$ cat config.mk
export PLATFORM = sky130hd
export DESIGN_NAME = dir_link
export DESIGN_NICKNAME = d
export VERILOG_FILES = /design/src/rtl/dir_link.sv
export SDC_FILE = /design/constraint.sdc
export NUM_CORES = 1
export LEC_CHECK = 0
export BUFFER_PORTS_ARGS = -buffer_cell sky130_fd_sc_hd__buf_2
export CAP_MARGIN = 20
export CORE_MARGIN = 2
export CORE_UTILIZATION = 61
export DETAILED_ROUTE_END_ITERATION = 10
export PLACE_DENSITY = 0.84
export SYNTH_ARGS = -nofsm -noshare
export SYNTH_HDL_FRONTEND = slang
export SYNTH_SLANG_ARGS = --single-unit
export TNS_END_PERCENT = 10
$ cat constraint.sdc
create_clock -name clk -period 6.5 [get_ports clk]
set_clock_uncertainty 0.2 [all_clocks]
set_input_delay 0.65 -clock clk [delete_from_list [all_inputs] [get_ports clk]]
set_output_delay 0.65 -clock clk [all_outputs]
set_load 0.01 [all_outputs]
$ cat src/rtl/dir_link.sv
// dir_link: exchanges snake directions with a remote board over a byte UART.
//
// TX: every rising edge of the game tick (clk_div) captures dir1 into a
// one-deep pending slot. The transmitter sends each captured value as a two
// byte frame, HEADER then {0, ~code, 0, code}. A newer tick overwrites a value
// that has not been picked up yet.
// RX: waits for HEADER, then checks the next byte. A valid payload updates
// dir2 and pulses rcvdir. A bad payload, a repeated HEADER, or a silent gap
// of RX_TIMEOUT cycles sets the sticky frame_err flag.
//
// Ports:
//   clk       system clock, all logic on posedge
//   rst_n     synchronous active-low reset
//   clk_div   game tick; its rising edge queues one TX frame
//   dir1      local direction to transmit (NONE=0 UP=1 DOWN=2 LEFT=3 RIGHT=4)
//   rx_data   byte from the UART receiver
//   rx_valid  one-cycle strobe qualifying rx_data
//   tx_busy   UART transmitter busy
//   tx_data   byte to the UART transmitter
//   tx_start  one-cycle transmit request
//   dir2      last valid remote direction
//   rcvdir    one-cycle pulse per valid received frame
//   frame_err sticky receive error flag, cleared only by reset
module dir_link #(
  parameter logic [7:0]  HEADER     = 8'hA5,
  parameter int unsigned RX_TIMEOUT = 1_000_000
) (
  input  logic       clk,
  input  logic       rst_n,
  input  logic       clk_div,
  input  logic [2:0] dir1,
  input  logic [7:0] rx_data,
  input  logic       rx_valid,
  input  logic       tx_busy,
  output logic [7:0] tx_data,
  output logic       tx_start,
  output logic [2:0] dir2,
  output logic       rcvdir,
  output logic       frame_err
);

  localparam int unsigned      CNT_W    = (RX_TIMEOUT > 1) ? $clog2(RX_TIMEOUT) : 1;
  localparam logic [CNT_W-1:0] CNT_LAST = CNT_W'(RX_TIMEOUT - 1);

  typedef enum logic [2:0] {
    T_IDLE,
    T_HDR,
    T_HDR_WAIT,
    T_PAY,
    T_PAY_WAIT
  } tx_state_t;

  typedef enum logic {
    R_IDLE,
    R_PAY
  } rx_state_t;

  tx_state_t        tx_state, tx_state_nxt;
  rx_state_t        rx_state, rx_state_nxt;

  logic             clk_div_prv;
  logic             div_edge;
  logic             pending, pending_nxt;
  logic [2:0]       pend_dir, pend_dir_nxt;
  logic [2:0]       send_dir, send_dir_nxt;
  logic [7:0]       tx_data_nxt;
  logic             tx_start_nxt;
  logic             take_pending;

  logic [CNT_W-1:0] to_cnt, to_cnt_nxt;
  logic [2:0]       dir2_nxt;
  logic             rcvdir_nxt;
  logic             frame_err_nxt;
  logic             pay_ok;

  assign div_edge = clk_div & ~clk_div_prv;

  // Payload: bit7=0, bit3=0, upper nibble is the complement of the code,
  // code within NONE..RIGHT.
  assign pay_ok = ~rx_data[7] & ~rx_data[3] &
                  (rx_data[6:4] == ~rx_data[2:0]) &
                  (rx_data[2:0] <= 3'd4);

  // Pending slot: a new tick wins over the transmitter taking the old value.
  always_comb begin
    pending_nxt  = pending;
    pend_dir_nxt = pend_dir;
    if (div_edge) begin
      pending_nxt  = 1'b1;
      pend_dir_nxt = dir1;
    end else if (take_pending) begin
      pending_nxt  = 1'b0;
    end
  end

  // TX FSM. tx_start is registered, so it is high exactly during the first
  // cycle of a _WAIT state; using it as the "first cycle" marker lets the
  // FSM ignore a tx_busy that the UART has not raised yet.
  always_comb begin
    tx_state_nxt = tx_state;
    tx_start_nxt = 1'b0;
    tx_data_nxt  = tx_data;
    send_dir_nxt = send_dir;
    take_pending = 1'b0;
    case (tx_state)
      T_IDLE: begin
        if (pending) begin
          take_pending = 1'b1;
          send_dir_nxt = pend_dir;
          tx_state_nxt = T_HDR;
        end
      end
      T_HDR: begin
        if (!tx_busy) begin
          tx_start_nxt = 1'b1;
          tx_data_nxt  = HEADER;
          tx_state_nxt = T_HDR_WAIT;
        end
      end
      T_HDR_WAIT: begin
        if (!tx_start && !tx_busy) tx_state_nxt = T_PAY;
      end
      T_PAY: begin
        if (!tx_busy) begin
          tx_start_nxt = 1'b1;
          tx_data_nxt  = {1'b0, ~send_dir, 1'b0, send_dir};
          tx_state_nxt = T_PAY_WAIT;
        end
      end
      T_PAY_WAIT: begin
        if (!tx_start && !tx_busy) tx_state_nxt = T_IDLE;
      end
      default: tx_state_nxt = T_IDLE;
    endcase
  end

  // RX FSM
  always_comb begin
    rx_state_nxt  = rx_state;
    to_cnt_nxt    = to_cnt;
    dir2_nxt      = dir2;
    rcvdir_nxt    = 1'b0;
    frame_err_nxt = frame_err;
    case (rx_state)
      R_IDLE: begin
        if (rx_valid && rx_data == HEADER) begin
          rx_state_nxt = R_PAY;
          to_cnt_nxt   = '0;
        end
      end
      R_PAY: begin
        if (rx_valid) begin
          if (rx_data == HEADER) begin
            // resync on a repeated header: stay and restart the timeout
            frame_err_nxt = 1'b1;
            to_cnt_nxt    = '0;
          end else if (pay_ok) begin
            dir2_nxt     = rx_data[2:0];
            rcvdir_nxt   = 1'b1;
            rx_state_nxt = R_IDLE;
          end else begin
            frame_err_nxt = 1'b1;
            rx_state_nxt  = R_IDLE;
          end
        end else if (to_cnt == CNT_LAST) begin
          frame_err_nxt = 1'b1;
          rx_state_nxt  = R_IDLE;
        end else begin
          to_cnt_nxt = to_cnt + 1'b1;
        end
      end
      default: rx_state_nxt = R_IDLE;
    endcase
  end

  always_ff @(posedge clk) begin
    if (!rst_n) begin
      clk_div_prv <= 1'b1;
      pending     <= 1'b0;
      pend_dir    <= '0;
      send_dir    <= '0;
      tx_state    <= T_IDLE;
      tx_start    <= 1'b0;
      tx_data     <= '0;
      rx_state    <= R_IDLE;
      to_cnt      <= '0;
      dir2        <= '0;
      rcvdir      <= 1'b0;
      frame_err   <= 1'b0;
    end else begin
      clk_div_prv <= clk_div;
      pending     <= pending_nxt;
      pend_dir    <= pend_dir_nxt;
      send_dir    <= send_dir_nxt;
      tx_state    <= tx_state_nxt;
      tx_start    <= tx_start_nxt;
      tx_data     <= tx_data_nxt;
      rx_state    <= rx_state_nxt;
      to_cnt      <= to_cnt_nxt;
      dir2        <= dir2_nxt;
      rcvdir      <= rcvdir_nxt;
      frame_err   <= frame_err_nxt;
    end
  end

endmodule

=== Word level (Yosys, flattened, before mapping) ===
Index checks and enable logic that the tools add are counted.

* Register bits: 46
* Input port bits: 16
* Output and inout bits: 14
* Logic and storage cells: 89

* Add/subtract/negate cells: 1
* Magnitude comparators: 1
* Eq/ne operators: 16
* Muxes and demuxes: 29
* Bitwise gates (word level): 13
* Reductions and logical operators: 17

{| class="wikitable"
|+ Operators with widths
! kind !! number
|-
| 2-to-1 mux 20 bit || 4
|-
| one-hot mux 20 bit (2 select lines) || 1
|-
| adder 20 x 1 -> 20 bit, second input constant || 1
|-
| equality test 20 bit, second input constant || 1
|-
| 2-to-1 mux 8 bit || 2
|-
| one-hot mux 8 bit (2 select lines) || 1
|-
| 2-to-1 mux 3 bit || 5
|-
| one-hot mux 3 bit (5 select lines) || 1
|-
| 2-to-1 mux 1 bit || 14
|-
| inequality test 2 bit, second input constant || 6
|-
| AND reduction 3 bit || 3
|-
| equality test 8 bit, second input constant || 1
|-
| inverter 1 bit || 7
|-
| equality test 3 x 2 -> 1 bit, second input constant || 2
|-
| inequality test 3 x 2 -> 1 bit, second input constant || 2
|-
| inverter 3 bit || 2
|-
| nonzero test 2 bit || 3
|-
| AND reduction 5 bit || 1
|-
| bitwise AND 1 bit || 4
|-
| AND reduction 2 bit || 2
|-
| AND reduction 4 bit || 1
|-
| OR reduction 4 bit || 1
|-
| equality test 3 x 1 -> 1 bit, second input constant || 1
|-
| equality test 3 bit || 1
|-
| 8 further kinds || 10
|}

=== Depth between registers and ports, before layout ===
* Depth after elaboration: 7
* Gate-level depth with buffers: 8
* Mapped depth without buffers: 6

=== Worst setup path before layout ===
No wires, ideal clock.

* Kind: reg2reg
* Start: reg to_cnt[0]
* End: reg to_cnt[11]
* Setup time: 0.120 ns
* Arrival time: 1.724 ns
* Required time: 6.180 ns
* Slack: 4.456 ns
* Cell stages (with the launch flop): 8
* Buffers on the path: 1
* Period minus slack after synthesis: 2.044 ns
* Cell sequence: dfxtp_1 > ha_1 > and4_4 > nand3b_4 > o211a_4 > buf_6 > and3_1 > a211o_1

* Word-level cells in the longest chain between the ends: 4
* Elaborated cells on any way between the ends: 7
* Classes of those cells: 1 x add/sub; 2 x eq/ne; 3 x mux; 1 x reduce/logical

{| class="wikitable"
|+ RTL lines
! element !! line !! RTL
|-
| from (decl) || 70 || <nowiki>logic [CNT_W-1:0] to_cnt, to_cnt_nxt;</nowiki>
|-
| from (signal assigned) || 199 || <nowiki>to_cnt <= to_cnt_nxt;</nowiki>
|-
| adder 20 x 1 -> 20 bit || 169 || <nowiki>to_cnt_nxt = to_cnt + 1'b1;</nowiki>
|-
| 2-to-1 mux 20 bit || 165 || <nowiki>end else if (to_cnt == CNT_LAST) begin</nowiki>
|-
| 2-to-1 mux 20 bit || 152 || <nowiki>if (rx_valid) begin</nowiki>
|-
| one-hot mux 20 bit (2 select lines) || 144 || <nowiki>case (rx_state)</nowiki>
|}

Several ways; a longest one is shown, not always the timed one. The select of a mux whose other input is x is not followed.
A chain may end at the register's enable or synchronous reset.

=== Final worst setup path ===
* Start: reg to_cnt[0]
* End: reg to_cnt[16]

The elaborated chain is that of the path after synthesis.

==> flow_results.org <==
** Status
- The run finished with clean final reports.

** Placement
- The placed instances occupy a cell area of between 2000 and 2500 µm².
- Placer Congestion :: 0.774
- The HPWL after detailed placement is ~2.8 mm.
- Port Buffer Count :: 28

** Yosys
- Of the synthesized area, sequential elements account for 0.403.
- Yosys mapped a number of flops with a built-in enable equal to 0.
- By count the netlist is led by sky130_fd_sc_hd__dfxtp_1, sky130_fd_sc_hd__nor2b_1, sky130_fd_sc_hd__nor3_1, sky130_fd_sc_hd__nor2_1, sky130_fd_sc_hd__nand2_1.
- Synthesized Nets :: about 240
- Main flop type after synthesis :: sky130_fd_sc_hd__dfxtp_1
- Synthesis-stage register bit count :: 45
- Cell accounting for the most synthesized area :: sky130_fd_sc_hd__dfxtp_1
- Area of the mapped netlist :: 2230 µm²
- Count of synthesis-stage warnings from yosys :: 0
- Most used standard cell by instance count after synthesis :: sky130_fd_sc_hd__dfxtp_1
- By area the synthesized netlist is led by sky130_fd_sc_hd__dfxtp_1, sky130_fd_sc_hd__mux2i_1, sky130_fd_sc_hd__nor2b_1, sky130_fd_sc_hd__a211o_1, sky130_fd_sc_hd__nor3_1.
- Avg Cell Area, Syn :: around 9.8 µm²
- Proportion of netlist area held by the largest area contributor :: 0.403
- Distinct cell type count of the synthesized netlist :: 59
- Fraction of registers with async set/reset :: 0
- Post-synthesis instance total :: ~230

** Global routing
- Pin count of the biggest net entering global routing :: 32
- Across every metal layer, demand over resource in global routing totals 0.214.
- Global route total overflow :: 0
- Global-route wire length before repair :: between 7 and 8 mm
- Number of global-route vias before repair :: 1646
- Number of antenna violations at the first check in global routing :: 0

** CTS
- The number of clock buffers added by TritonCTS is 5.
- Number of hold-repair buffers added at the cts stage :: 0
- For this design, the sink count on the clock tree is 45.
- The later pin in the worst-skew pair is clocked with a latency of between 0.3 and 0.4 ns.
- Post-CTS Setup Repair Bufs :: 0
- In this run the number of H-tree levels came out at 2.
- TritonCTS built the clock tree.
- The cell sitting at the root of the clock tree is a sky130_fd_sc_hd__clkbuf_4.
- In this run, post-CTS repair resized a total of 0 instances.
- CTS max path bufs :: 2
- Post-CTS clock slew at the launch and capture registers of the worst setup and hold paths :: between 0.1 and 0.15 ns

** Floorplanning
- The floorplan has 21 rows.
- Die width :: roughly 65 µm
- The initial utilization of the core area, before any placement, comes to 0.654.
- The core region is around 3400 µm².
- Ports placed on the boundary :: 30
- The floorplan step set the die height to 64.5 µm.
- Overall die area :: 4160 µm²

** Worst setup path
- Arr. time, crit path :: 2.53 ns
- Setup slack, reg-to-reg :: 4.09 ns
- STA classifies the critical path startpoint as a flop.
- The worst register-to-register path begins at to_cnt[0]$_SDFFE_PN0P_.
- Among cell families on the critical path, the largest total delay comes from simple AND/OR/NAND/NOR gates.
- Traced cell by cell, the critical path runs through ha_1, and4_4, nand3b_4, o21ai_2, and3_1, a221o_2.
- The critical path in this run is classified as flop to flop.
- R2r worst-path depth :: 6
- Endpoint of the most critical register-to-register path :: to_cnt[16]$_SDFFE_PN0P_
- In this design, the stage delay of the slowest critical-path cell is between 0.5 and 0.6 ns.
- Of all nets on the critical path, the largest fanout is 17.
- Slowest CP cell :: sky130_fd_sc_hd__and3_1
- STA puts the critical path data required time at ~6.6 ns.
- The number of buffers and inverters on the critical path is 0.
- The worst setup path is captured at a flop.

** Timing
- Timing would allow up to about 420 MHz.
- Worst-case headroom to the max-slew limit :: 0.468
- The routed design could run at a clock period as short as between 2 and 2.5 ns.
- Final TNS setup :: 0 ns
- Number of endpoints failing setup at the final stage :: 0
- Setup repair after global routing left no endpoint under its margin.
- In the finished design, the share of the clock period the worst path needs comes to 0.371.
- The number of hold-slack violations in the final timing report was 0.
- Final max-slew violation count :: 0
- Slew at the pin closest to its max-slew limit :: about 0.8 ns

** Route
- For this run, design rule violations remaining after detail routing come to 0.
- Vias/cell :: between 5 and 6
- Detailed-route wire length :: approximately 4.0 mm
- Detailed router's first-iteration violation count :: 72
- Detailed-route via count :: ~1700
- Length of the first detailed-routing pass in iterations :: 4
- Post-detailed-route count of antenna-violating nets :: 0
- Wire per inst :: 13.4 µm

** Power and ir drop
- In this run the static leakage power is 1.08 nW.
- Across the VDD grid, the largest voltage drop is between 0.15 and 0.2 mV.
- Power spread over the standard cell area amounts to between 150 and 200 nW/µm².

** Run
- The tool flagged a number of max-cap violations equal to 0.

** Finish
- The number of antenna diodes in the final layout is 0.
- From synthesis to final layout, the design area changed by 8.40%.
- Post-layout instance area :: 2420 µm²
- Layout net count :: roughly 270
- Share of layout cells above drive strength 1 :: 0.245

** Worst hold path
- The worst hold path begins at clk_div.
- Worst Hold Depth :: 2
- For hold timing, the worst endpoint is clk_div_prv$_SDFF_PN1_.
- Path class of the lowest-slack min-delay path :: primary input to flop
[cells in the final DEF, fill, tap and decap left out, types with 4 or more instances in the layout]
| cell | instances |
|---|---|
| sky130_fd_sc_hd__o21ai_0 | 4 |
| sky130_fd_sc_hd__a21oi_1 | 5 |
| sky130_fd_sc_hd__and2_1 | 5 |
| sky130_fd_sc_hd__buf_2 | 28 |
| sky130_fd_sc_hd__dfxtp_1 | 45 |
| sky130_fd_sc_hd__and3_2 | 5 |
| sky130_fd_sc_hd__nor2b_1 | 16 |
| sky130_fd_sc_hd__clkbuf_4 | 5 |
| sky130_fd_sc_hd__a211o_1 | 8 |
| sky130_fd_sc_hd__nand2b_1 | 4 |
| sky130_fd_sc_hd__nand4_1 | 4 |
| sky130_fd_sc_hd__a221o_2 | 4 |
| sky130_fd_sc_hd__nand3_1 | 9 |
| sky130_fd_sc_hd__mux2i_1 | 10 |
| sky130_fd_sc_hd__nor2_1 | 12 |
| sky130_fd_sc_hd__and3_1 | 8 |
| sky130_fd_sc_hd__nor3_1 | 13 |
| sky130_fd_sc_hd__xnor2_1 | 4 |
| sky130_fd_sc_hd__nand2_1 | 11 |
[how the worst max path moves through the flow]
stage,start,end,cells after the start
6_report,to_cnt[0]$_SDFFE_PN0P_,to_cnt[16]$_SDFFE_PN0P_,6
5_1_grt,to_cnt[0]$_SDFFE_PN0P_,to_cnt[16]$_SDFFE_PN0P_,6
4_1_cts,to_cnt[0]$_SDFFE_PN0P_,to_cnt[16]$_SDFFE_PN0P_,6
3_5_place_dp,to_cnt[0]$_SDFFE_PN0P_,to_cnt[16]$_SDFFE_PN0P_,6
3_3_place_gp,rx_data[3],to_cnt[16]$_SDFFE_PN0P_,5
2_1_floorplan,to_cnt[0]$_SDFFE_PN0P_,to_cnt[11]$_SDFFE_PN0P_,7
[stage by stage]
stage | total power, mW | instances | setup slack [ns] | utilization | hold slack [ns]
after floorplan | 0.306 | 227 | 4.46 | - | 0.265
after global placement | 0.314 | 291 | 4.16 | 0.689 | 0.253
after detailed placement | 0.315 | 291 | 4.13 | 0.689 | 0.257
after CTS | 0.464 | 299 | 4.09 | 0.709 | 0.260
after global routing | 0.479 | 299 | 3.91 | 0.709 | 0.274
final | 0.460 | 299 | 4.09 | 0.709 | 0.267
[power by group]
group          total [mW]  internal, mW  switching (mW)
sequential          0.282         0.279         0.00275
clock               0.151        0.0548          0.0963
combinational      0.0266        0.0120          0.0146
total               0.460         0.346           0.114
[layer usage]
layer | track usage | up-vias | wire (µm)
li1 | - | 878 | -
met1 | 0.265 | 800 | 1900
met2 | 0.358 | 22 | 1910
met3 | 0.0417 | 7 | 121
met4 | 0.104 | 0 | 77
met5 | 0 | - | 0
[sequential cells by signal (all words and copies together), names as in the netlist]
name / count
rx_state: 1
clk_div_prv: 1
dir2: 3
pending: 1
to_cnt: 20
tx_start: 1
tx_state: 3
rcvdir: 1
pend_dir: 3
frame_err: 1
send_dir: 3
tx_data: 7
[area by class of cell]
class / instances / area [µm²]
multi-input combinational: 170 / 1250
fill: 275 / 995
sequential: 45 / 901
timing repair buffer: 28 / 140
tap: 46 / 57.6
clock buffer: 6 / 51.3
clock inverter: 2 / 17.5
inverter: 2 / 7.51
[cell families after synthesis]
logic type / after synthesis / share of synthesized area
AOI/OAI and AO/OA: 41 / 0.153
xor gates and xnor gates: 7 / 0.0275
adders and majority gates: 1 / 0.00560
buffers and inverters: 12 / 0.0386
DFF: 45 / 0.403
muxes: 10 / 0.0448
other: 1 / 0.00168
and+or+nand+nor: 110 / 0.325
No activity file was read; power rests on OpenSTA's default activity.
